File: src/rtl/led_walk_sequencer_pkg.sv
// Shared definitions for the walking-LED sequencer: command op codes, FSM states
// and the bounce-position to one-hot LED mapping.
package led_seq_pkg;

  localparam logic [1:0] OP_STOP       = 2'b00;
  localparam logic [1:0] OP_START      = 2'b01;
  localparam logic [1:0] OP_PAUSE      = 2'b10;
  localparam logic [1:0] OP_SET_PERIOD = 2'b11;

  localparam int LED_MAX = 16;

  typedef enum logic [1:0] {
    S_IDLE  = 2'd0,
    S_RUN   = 2'd1,
    S_PAUSE = 2'd2
  } state_t;

  // Positions past the last LED fold back so the sweep bounces off the far end.
  function automatic logic [LED_MAX-1:0] pos_to_led(input int pos, input int nleds);
    logic [LED_MAX-1:0] one;
    int                 idx;
    one    = '0;
    one[0] = 1'b1;
    idx    = (pos < nleds) ? pos : (2 * nleds - 2 - pos);
    return one << idx;
  endfunction

endpackage

File: src/rtl/led_walk_sequencer_step_timer.sv
// Loadable down-counter: counts while enabled, flags expiry at zero and reloads.
// A load request takes priority over the reload of the same cycle.
module led_step_timer #(
  parameter int               CNT_W     = 32,
  parameter logic [CNT_W-1:0] RESET_VAL = '0
) (
  input  logic             clk,
  input  logic             reset_n,
  input  logic             en,
  input  logic             load,
  input  logic [CNT_W-1:0] load_val,
  input  logic [CNT_W-1:0] reload_val,
  output logic             expire
);

  logic [CNT_W-1:0] count;

  assign expire = en && (count == '0);

  always_ff @(posedge clk) begin
    if (!reset_n) begin
      count <= RESET_VAL;
    end else if (load) begin
      count <= load_val;
    end else if (en) begin
      count <= expire ? reload_val : (count - CNT_W'(1));
    end
  end

endmodule

File: src/rtl/led_walk_sequencer.sv
// Walking-LED run-time controller: command handshake, IDLE/RUN/PAUSE FSM, step timer,
// bounce position and LED register. Optional pause blinking via LED_SEQ_BLINK_EN.
module led_walk_sequencer
  import led_seq_pkg::*;
#(
  parameter  int NLEDS       = 8,
  parameter  int CLK_RATE_HZ = 1000,
  parameter  int CNT_W       = 32,
  localparam int PW          = $clog2(2 * NLEDS - 2)
) (
  input  logic             i_clk,
  input  logic             i_reset_n,
  input  logic             i_cmd_valid,
  output logic             o_cmd_ready,
  input  logic [1:0]       i_cmd_op,
  input  logic [CNT_W-1:0] i_cmd_data,
  output logic [NLEDS-1:0] o_led,
  output logic [PW-1:0]    o_pos,
  output logic             o_stb,
  output logic             o_busy
);

  localparam logic [CNT_W-1:0] PERIOD_RST = CNT_W'(CLK_RATE_HZ - 1);
  localparam logic [PW-1:0]    POS_LAST   = PW'(2 * NLEDS - 3);

  state_t           state, state_next;
  logic [CNT_W-1:0] period;
  logic [CNT_W-1:0] load_val;
  logic [NLEDS-1:0] pattern;
  logic             accept, is_stop, is_start, is_pause, is_setp;
  logic             timer_en, timer_load, expire, step;
`ifdef LED_SEQ_BLINK_EN
  logic             blink_tgl;
`endif

  assign accept   = i_cmd_valid && o_cmd_ready;
  assign is_stop  = accept && (i_cmd_op == OP_STOP);
  assign is_start = accept && (i_cmd_op == OP_START);
  assign is_pause = accept && (i_cmd_op == OP_PAUSE);
  assign is_setp  = accept && (i_cmd_op == OP_SET_PERIOD);
  assign o_busy   = (state != S_IDLE);
  assign pattern  = NLEDS'(pos_to_led(int'(o_pos), NLEDS));

  always_ff @(posedge i_clk) begin
    if (!i_reset_n) state <= S_IDLE;
    else            state <= state_next;
  end

  always_comb begin
    state_next = state;
    case (state)
      S_IDLE:  if (is_start) state_next = S_RUN;
      S_RUN:   if (is_pause) state_next = S_PAUSE;
               else if (is_stop) state_next = S_IDLE;
      S_PAUSE: if (is_start) state_next = S_RUN;
               else if (is_stop) state_next = S_IDLE;
      default: state_next = S_IDLE;
    endcase
  end

  // Timer control; a STOP or PAUSE landing on an expiry swallows that step.
  always_comb begin
    timer_load = 1'b0;
    load_val   = period;
`ifdef LED_SEQ_BLINK_EN
    timer_en   = (state == S_RUN) || (state == S_PAUSE);
    blink_tgl  = expire && (state == S_PAUSE);
`else
    timer_en   = (state == S_RUN);
`endif
    if (is_setp) begin
      timer_load = 1'b1;
      load_val   = i_cmd_data;
    end else if (is_stop) begin
      timer_load = 1'b1;
    end else if (is_start && (state == S_IDLE)) begin
      timer_load = 1'b1;
`ifdef LED_SEQ_BLINK_EN
    end else if (is_start && (state == S_PAUSE)) begin
      timer_load = 1'b1;
`endif
    end
    step = expire && (state == S_RUN) && !is_stop && !is_pause;
  end

  led_step_timer #(
    .CNT_W     (CNT_W),
    .RESET_VAL (PERIOD_RST)
  ) u_timer (
    .clk        (i_clk),
    .reset_n    (i_reset_n),
    .en         (timer_en),
    .load       (timer_load),
    .load_val   (load_val),
    .reload_val (period),
    .expire     (expire)
  );

  always_ff @(posedge i_clk) begin
    if (!i_reset_n) begin
      period      <= PERIOD_RST;
      o_pos       <= '0;
      o_led       <= NLEDS'(1);
      o_stb       <= 1'b0;
      o_cmd_ready <= 1'b1;
    end else begin
      o_cmd_ready <= !accept;
      o_stb       <= step;
      if (is_setp) period <= i_cmd_data;

      if (is_stop)   o_pos <= '0;
      else if (step) o_pos <= (o_pos == POS_LAST) ? '0 : (o_pos + PW'(1));

      // LED follows the position one clock later; STOP snaps it home directly.
      if (is_stop)
        o_led <= NLEDS'(1);
`ifdef LED_SEQ_BLINK_EN
      else if (is_start && (state == S_PAUSE))
        o_led <= pattern;
      else if (blink_tgl)
        o_led <= (o_led == '0) ? pattern : '0;
      else if (state != S_PAUSE)
        o_led <= pattern;
`else
      else
        o_led <= pattern;
`endif
    end
  end

endmodule

File: config.mk
export PLATFORM = sky130hd
export DESIGN_NAME = led_walk_sequencer
export DESIGN_NICKNAME = d
export VERILOG_FILES = /design/src/rtl/led_walk_sequencer_pkg.sv /design/src/rtl/led_walk_sequencer_step_timer.sv /design/src/rtl/led_walk_sequencer.sv
export SDC_FILE = /design/constraint.sdc
export NUM_CORES = 1
export LEC_CHECK = 0
export ABC_AREA = 1
export CORE_MARGIN = 2
export CORE_UTILIZATION = 61
export CTS_CLUSTER_DIAMETER = 120
export DETAILED_ROUTE_END_ITERATION = 10
export HOLD_SLACK_MARGIN = 0.15
export PLACE_DENSITY = 0.85
export RECOVER_POWER = 100
export SYNTH_ARGS = -nofsm -noshare
export SYNTH_HDL_FRONTEND = slang
export SYNTH_SLANG_ARGS = --single-unit
File: constraint.sdc
create_clock -name i_clk -period 2.5 [get_ports i_clk]
set_input_delay 0.5 -clock i_clk [delete_from_list [all_inputs] [get_ports i_clk]]
set_output_delay 0.5 -clock i_clk [all_outputs]
set_load 0.01 [all_outputs]
==> summary.txt, run 1 <==
Yosys
  – Yosys warning count: 0
  – Asr flop ratio synth: 0
  – Post-Syn Area: 4730 um2
  – Synth cell count leaders: nand2_1 (122), inv_1 (107), nor2_1 (82)
  – Yosys top cell area share: 0.3386
  – Netlist cell types: 37
  – Post-synthesis register bit count: 80
  – Post-synth net total: 734
  – Register area share after synthesis: 0.3386
  – Count leader, synth: nand2_1
  – Number of flops mapped to enable cells by yosys: 0
  – Post-synthesis cell count: 693
  – Synth top area cells: dfxtp_1 (34%), nand2_1 (9.7%), inv_1 (8.5%)
  – Synth Area per Inst: 6.825 um2
  – Largest area contributor in the netlist: dfxtp_1
  – Ys flop type: dfxtp_1

Global routing
  – Vias in the first global route: 4593
  – First-pass GRT wire length: 19850 um
  – Total gr overflow: 0
  – Initial antenna violation count: 0
  – Largest net degree at the start of global routing: 30
  – Total global-route track usage: 0.2885

Critical path
  – Critical Path AT: 2.46 ns
  – CP delay by family, top: buffers and inverters
  – Reg2Reg Depth: 10
  – FF-to-FF End: o_pos[3]$_SDFFE_PP0P_
  – Crit path max fanout: 17
  – Setup crit end kind: register
  – Worst r2r src: u_timer.count[0]$_SDFFE_PN1P_
  – CP Depth: 12
  – Slowest library cell on the worst path: dlygate4sd3_1
  – CP most frequent cell: inv_1
  – Crit path largest cell delay: 0.54 ns
  – Crit-path cells: dlygate4sd3_1 > nand2_1 > inv_1 > nand3_2 > buf_4 > clkinv_1 > buf_4 > o21ai_0 > inv_1 > o21ai_0 > inv_1 > a21oi_1
  – Worst setup SP type: primary input
  – WP buf/inv: 7
  – Critical path type: primary input to register
  – Reg-to-reg setup timing slack: 0.38 ns
  – Worst Path Required: 2.79 ns

CTS
  – CTS tree: done
  – Post-CTS Hold Fix Bufs: 0
  – Clk slew on worst S/H paths: 0.08 ns
  – CTS Sinks: 80
  – H-tree Lvls: 3
  – Clock latency on the worst-skew pair: 0.36 ns
  – CTS max path bufs: 2
  – Cts repair resizes: 0
  – CTS Buf Count: 9
  – CTS root buf: clkbuf_8
  – Setup Buffers After CTS: 0

STA
  – Tightest Pin Transition: 0.6381 ns
  – Max Freq: 460.3 MHz
  – Max Slew Vio Count: 0
  – Setup ws final: 0.3275 ns
  – Worst relative slew slack: 0.5746
  – RSZ-0062 raised after global routing: false
  – Setup violators final: 0
  – Clock Skew: 0.01046 ns
  – Tmin final: 2.173 ns
  – Fin crit share: 0.8690
  – Final Hold Viols: 0
  – Setup TNS: 0 ns

Floorplan
  – Height of the die: 92.06 um
  – Initial core utilization: 0.6217
  – Core footprint: 7607 um2
  – Horizontal die dimension: 92.06 um
  – Core Rows: 32
  – # IOs: 52
  – Die ar.: 8474 um2

Final layout
  – Share of cells above drive strength 1: 0.1158
  – Syn-to-layout area delta: 16.88%
  – Nets: 787
  – Inserted Diodes: 0

Route
  – Drt wl/cell: 13.81 um
  – DRC Markers: 0
  – Drt first pass iters: 5
  – Number of DRC markers in iteration 0: 228
  – Post-route ant nets: 0
  – Routed vias: 4635
  – Via/cell ratio: 5.434
  – Post-Route WL: 11780 um

Run status
  – Status: finished, final reports clean

Hold path
  – Min-delay src: period[1]$_SDFF_PN1_
  – Hold Path Depth: 2
  – Worst min-delay path class: register to register
  – Hold Path End: period[1]$_SDFF_PN1_

Power
  – Peak supply drop: 0.0003416 V
  – Static leakage: 2.343 nW
  – PwrDens: 508.7 nW/um2

Placed design
  – Pre-CTS setup slack: 0.09389 ns
  – Port-buffer cells: 51
  – Dpl hpwl: 8530 um
  – Placer Congestion: 0.8732

Flow run
  – Max cap viols: 0
report_power, final:
part / switching, mW / internal, mW / total [mW]
Sequential: 0.0483 / 1.33 / 1.37
Clock: 0.499 / 0.467 / 0.966
Combinational: 0.273 / 0.198 / 0.471
Total: 0.820 / 1.99 / 2.81
tightest hold or removal path: cells and delay by family, from the launching register on:
kind,cells,cell delay [ns]
DFF,1,0.33
muxes,1,0.08
and+or+nand+nor,1,0.05
per-stage QoR:
step	std cells	instance area, um2	hold slack [ns]	util	power, mW
3_3_place_gp	837	5348	0.4617	0.7030	1.852
5_1_grt	853	5528	0.5014	0.7266	2.935
4_1_cts	853	5544	0.4851	0.7288	2.821
6_report	853	5528	0.4843	0.7266	2.812
2_1_floorplan	693	4730	0.4463	-	1.712
3_5_place_dp	837	5348	0.4661	0.7030	1.873
per-layer routing:
metal	vias up	wire, um	global-route usage
met2	163	5898	0.5221
met1	2145	4946	0.3400
met3	28	628	0.04191
li1	2299	-	-
met4	0	308	0.1194
met5	-	0	0
worst max path at each step:
| stage | from | slack (ns) | to |
|---|---|---|---|
| floorplan | u_timer.count[0]$_SDFFE_PN1P_ | 0.81 | u_timer.count[13]$_SDFFE_PN0P_ |
| global placement | i_cmd_valid | 0.22 | u_timer.count[20]$_SDFFE_PN0P_ |
| detailed placement | i_cmd_valid | 0.09 | u_timer.count[20]$_SDFFE_PN0P_ |
| CTS | i_cmd_valid | 0.45 | u_timer.count[20]$_SDFFE_PN0P_ |
| global route | i_cmd_valid | 0.19 | u_timer.count[18]$_SDFFE_PN0P_ |
| finish | i_cmd_valid | 0.33 | u_timer.count[20]$_SDFFE_PN0P_ |
area by class of cell:
class / count / area [um2]
Sequential cell: 80 / 1602
Fill cell: 634 / 2079
Clock buffer: 10 / 127.6
Inverter: 113 / 426.7
Clock inverter: 6 / 68.82
Timing Repair Buffer: 67 / 639.4
Tap cell: 102 / 127.6
Multi-Input combinational cell: 475 / 2536
state kept, by name (all words and copies together), names as in the netlist:
name and flops:
o_led 8, o_pos 4, u_timer.count 32, o_cmd_ready 1, o_stb 1, state 2, period 32
cell families (layout without fill, tap and decap cells):
group / Yosys count / count (layout) / share of synthesized area
buffers and inverters: 138 / 196 / 0.1225
AOI/OAI and AO/OA: 125 / 125 / 0.1497
xor gates and xnor gates: 21 / 21 / 0.03889
and+or+nand+nor: 317 / 317 / 0.3228
muxes: 8 / 8 / 0.01693
DFF: 80 / 80 / 0.3386
adders and majority gates: 4 / 4 / 0.01058
layout by cell type (no fill, tap or decap), types with 2 or more instances in the layout:
master           count
nor3_1               4
o21ai_0             49
clkdlybuf4s50_1     35
inv_2                2
ha_1                 4
dfxtp_1             80
inv_1              107
nand3_1             44
o21a_1              21
clkbuf_1             2
clkinv_1             3
mux2i_1              8
a21oi_1             39
nand2_1            123
a211oi_1             2
nand3_2              7
clkbuf_8             9
nand2_2              4
or2_2               22
o21ai_1              5
buf_4               14
o211ai_1             7
nor2_4               8
nor2_1              82
nand2_4              2
clkinv_4             2
xor2_1              20
nand4_1              9
nor2_2               8
dlygate4sd3_1       16
Note: power is estimated with default switching activity, not from simulation.
==> inputs of run 2 (changes only) <==
- CAP_MARGIN: unset -> 20
- HOLD_SLACK_MARGIN: 0.15 -> 0.05
==> results of run 2 <==
The final DEF is identical to that of run 1; final timing and power are the same.
==> inputs of run 3 (changes only) <==
==> constraint.sdc (replaced) <==
create_clock -name i_clk -period 2.5 [get_ports i_clk]
set_input_delay 0.375 -clock i_clk [delete_from_list [all_inputs] [get_ports i_clk]]
set_output_delay 0.375 -clock i_clk [all_outputs]
set_load 0.01 [all_outputs]
==> run 3 against run 2 <==
  * Sequential share of layout area is essentially flat
  * Combinational power shrank 1%
  * Via count shrank 0.84%
==> summary.txt, run 3 (synthesized netlist as in run 1, its figures left out) <==
Run status
  – Status: finished, final reports clean

Critical path
  – Reg-to-reg setup timing slack: 0.26 ns (-0.12 ns)
  – Critical Path AT: 2.44 ns (-0.02 ns)
  – Critical path type: register to register
  – Crit path largest cell delay: 0.33 ns (-0.21 ns)
  – WP buf/inv: 2 (-5)
  – Worst setup SP type: register
  – CP delay by family, top: simple AND/OR/NAND/NOR gates
  – Crit path max fanout: 12 (-5)
  – Crit-path cells: inv_1 > ha_1 > nand2_1 > nor2_8 > nand3b_4 > nor2_4 > nand2_4 > nor2_4 > buf_12 > nand2_1 > nand3_1 > a21oi_1
  – Slowest library cell on the worst path: dfxtp_1
  – Setup crit end kind: register
  – Worst Path Required: 2.70 ns (-0.09 ns)

Global routing
  – Total global-route track usage: 0.2831 (-0.005464)
  – Largest net degree at the start of global routing: 52 (+73%)
  – First-pass GRT wire length: 19420 um (-2.2%)
  – Initial antenna violation count: 0 (unchanged)
  – Vias in the first global route: 4452 (-3.1%)
  – Total gr overflow: 0 (unchanged)

Power
  – Static leakage: 2.336 nW (-0.32%)
  – Power Internal: 2.034 mW (+2.1%)
  – Peak supply drop: 0.0003573 V (+4.6%)
  – Net Sw Frac: 0.2842 (-0.007570)
  – Reg power frac: 0.484 (-0.005)
  – Clk pwr share: 0.352 (+0.009)
  – Combinational fraction of design power: 0.164 (-0.004)
  – PwrDens: 514.6 nW/um2 (+1.2%)
  – Psw: 807.4 uW (-1.6%)

STA
  – Setup ws final: 0.2594 ns (-0.06811 ns)
  – Max Freq: 446.3 MHz (-3.0%)
  – Setup TNS: 0 ns (unchanged)
  – RSZ-0062 raised after global routing: false
  – Final Hold Viols: 0 (unchanged)
  – Worst relative slew slack: 0.2703 (-0.3043)
  – Setup violators final: 0 (unchanged)
  – Tmin final: 2.241 ns (+0.06811 ns)
  – Fin crit share: 0.8962 (+0.02724)
  – Max Slew Vio Count: 0 (unchanged)
  – Hold slack final: 0.4934 ns (+0.009164 ns)
  – Tightest Pin Transition: 1.095 ns (+0.4564 ns)
  – Clock Skew: 0.009028 ns (-0.001433 ns)

CTS
  – Setup Buffers After CTS: 0 (unchanged)
  – CTS Sinks: 80 (unchanged)
  – CTS max path bufs: 2 (unchanged)
  – CTS root buf: clkbuf_8
  – CTS Buf Count: 9 (unchanged)
  – Clk slew on worst S/H paths: 0.08 ns (about the same)
  – Post-CTS Hold Fix Bufs: 0 (unchanged)
  – CTS tree: done
  – Cts repair resizes: 0 (unchanged)
  – Clock latency on the worst-skew pair: 0.36 ns (about the same)
  – H-tree Lvls: 3 (unchanged)

Placed design
  – Dpl hpwl: 8258 um (-3.2%)
  – Port-buffer cells: 51 (unchanged)
  – Pre-CTS setup slack: 0.2007 ns (+0.1068 ns)
  – Placer Congestion: 0.8966 (+2.7%)
  – Placed inst area: 5345 um2 (about the same)

Final layout
  – Share of cells above drive strength 1: 0.1121 (-0.003696)
  – Commonest cells after routing, fill and taps aside: nand2_1 (123), inv_1 (107), nor2_1 (82), dfxtp_1 (80), o21ai_0 (51)
  – Syn-to-layout area delta: 16.75%
  – Commonest non-fill, non-tap cell in the layout: nand2_1
  – Biggest regs: period x32, u_timer.count x32, o_led x8
  – Nets: 785 (-0.25%)
  – Design Area, Final: 5522 um2 (-0.11%)
  – # fillers: 629 (-0.79%)
  – Inserted Diodes: 0 (unchanged)

Route
  – Met1 WL: 4965 um (+0.38%)
  – Via/cell ratio: 5.401 (-0.61%)
  – DRC Markers: 0 (unchanged)
  – Top routing layer used: met4
  – Drt first pass iters: 5 (unchanged)
  – Number of DRC markers in iteration 0: 324 (+42%)
  – Post-route ant nets: 0 (unchanged)
  – Post-Route WL: 11710 um (-0.61%)
  – Met3 wire length: 681 um (+8.4%)
  – Routed vias: 4596 (-0.84%)
  – Drt wl/cell: 13.76 um (-0.38%)
  – Metal2 WL: 5672 um (-3.8%)

Floorplan
  – Horizontal die dimension: 92.06 um (unchanged)
  – Initial core utilization: 0.6217 (unchanged)
  – Core Rows: 32 (unchanged)
  – Height of the die: 92.06 um (unchanged)
  – Die ar.: 8474 um2 (unchanged)
  – Core footprint: 7607 um2 (unchanged)
  – # IOs: 52 (unchanged)

Flow run
  – Max cap viols: 0 (unchanged)

Hold path
  – Worst min-delay path class: register to register
[run 3: changes by cell type in the layout (fill, tap and decap cells not counted), sizes merged]
| cell | previous run | this run |
|---|---|---|
| buf | 15 | 10 |
| clkbuf | 11 | 15 |
| clkdlybuf4s50 | 35 | 34 |
| clkinv | 6 | 5 |
| clkinvlp | 1 | 2 |
| dlygate4sd3 | 16 | 17 |
| inv | 111 | 110 |
[run 3: routing by layer]
| layer | track usage | up-vias |
|---|---|---|
| li1 | - | 2290 |
| met1 | 0.3316 | 2076 |
| met2 | 0.5037 | 189 |
| met3 | 0.04108 | 41 |
| met4 | 0.1393 | 0 |
| met5 | 0 | - |
[run 3: worst paths after layout]
| path | from | end | depth (start not counted) |
|---|---|---|---|
| worst min register to register | period[1]$_SDFF_PN1_ | period[1]$_SDFF_PN1_ | 2 |
| worst max register to register | u_timer.count[0]$_SDFFE_PN1P_ | u_timer.count[20]$_SDFFE_PN0P_ | 12 |
| worst min-delay path | period[1]$_SDFF_PN1_ | period[1]$_SDFF_PN1_ | 2 |
| worst max-delay path | u_timer.count[0]$_SDFFE_PN1P_ | u_timer.count[20]$_SDFFE_PN0P_ | 12 |
[run 3: area by class of cell]
type                            count  area, um2  share of cell area
Multi-Input combinational cell    475       2531              0.4584
Timing Repair Buffer               65      628.1              0.1138
Sequential cell                    80       1602              0.2901
Clock buffer                       11      151.4             0.02742
Inverter                          113      426.7             0.07727
Tap cell                          102      127.6             0.02311
Clock inverter                      5      55.05            0.009971
[run 3: metrics by stage]
stage               power (mW)    util  std cells
global placement         1.848  0.7026        835
floorplan                1.712       -        693
finish                   2.841  0.7258        851
detailed placement       1.865  0.7026        835
global route             2.962  0.7258        851
CTS                      2.851  0.7298        851
[run 3: power by group through the flow]
stage	Sequential, mW	Combinational, mW	Clock [mW]
after floorplan	1.39	0.320	0
after global placement	1.40	0.448	0
after detailed placement	1.40	0.463	0
after CTS	1.37	0.468	1.01
after global routing	1.38	0.522	1.06
final	1.37	0.465	1.00
[run 3: worst reg2reg max path, stage by stage, from the launching register on]
cell and delay, ns:
dfxtp_1 0.33, inv_1 0.08, ha_1 0.21, nand2_1 0.21, nor2_8 0.25, nand3b_4 0.11
nor2_4 0.15, nand2_4 0.09, nor2_4 0.26, buf_12 0.18, nand2_1 0.06, nand3_1 0.08
a21oi_1 0.07
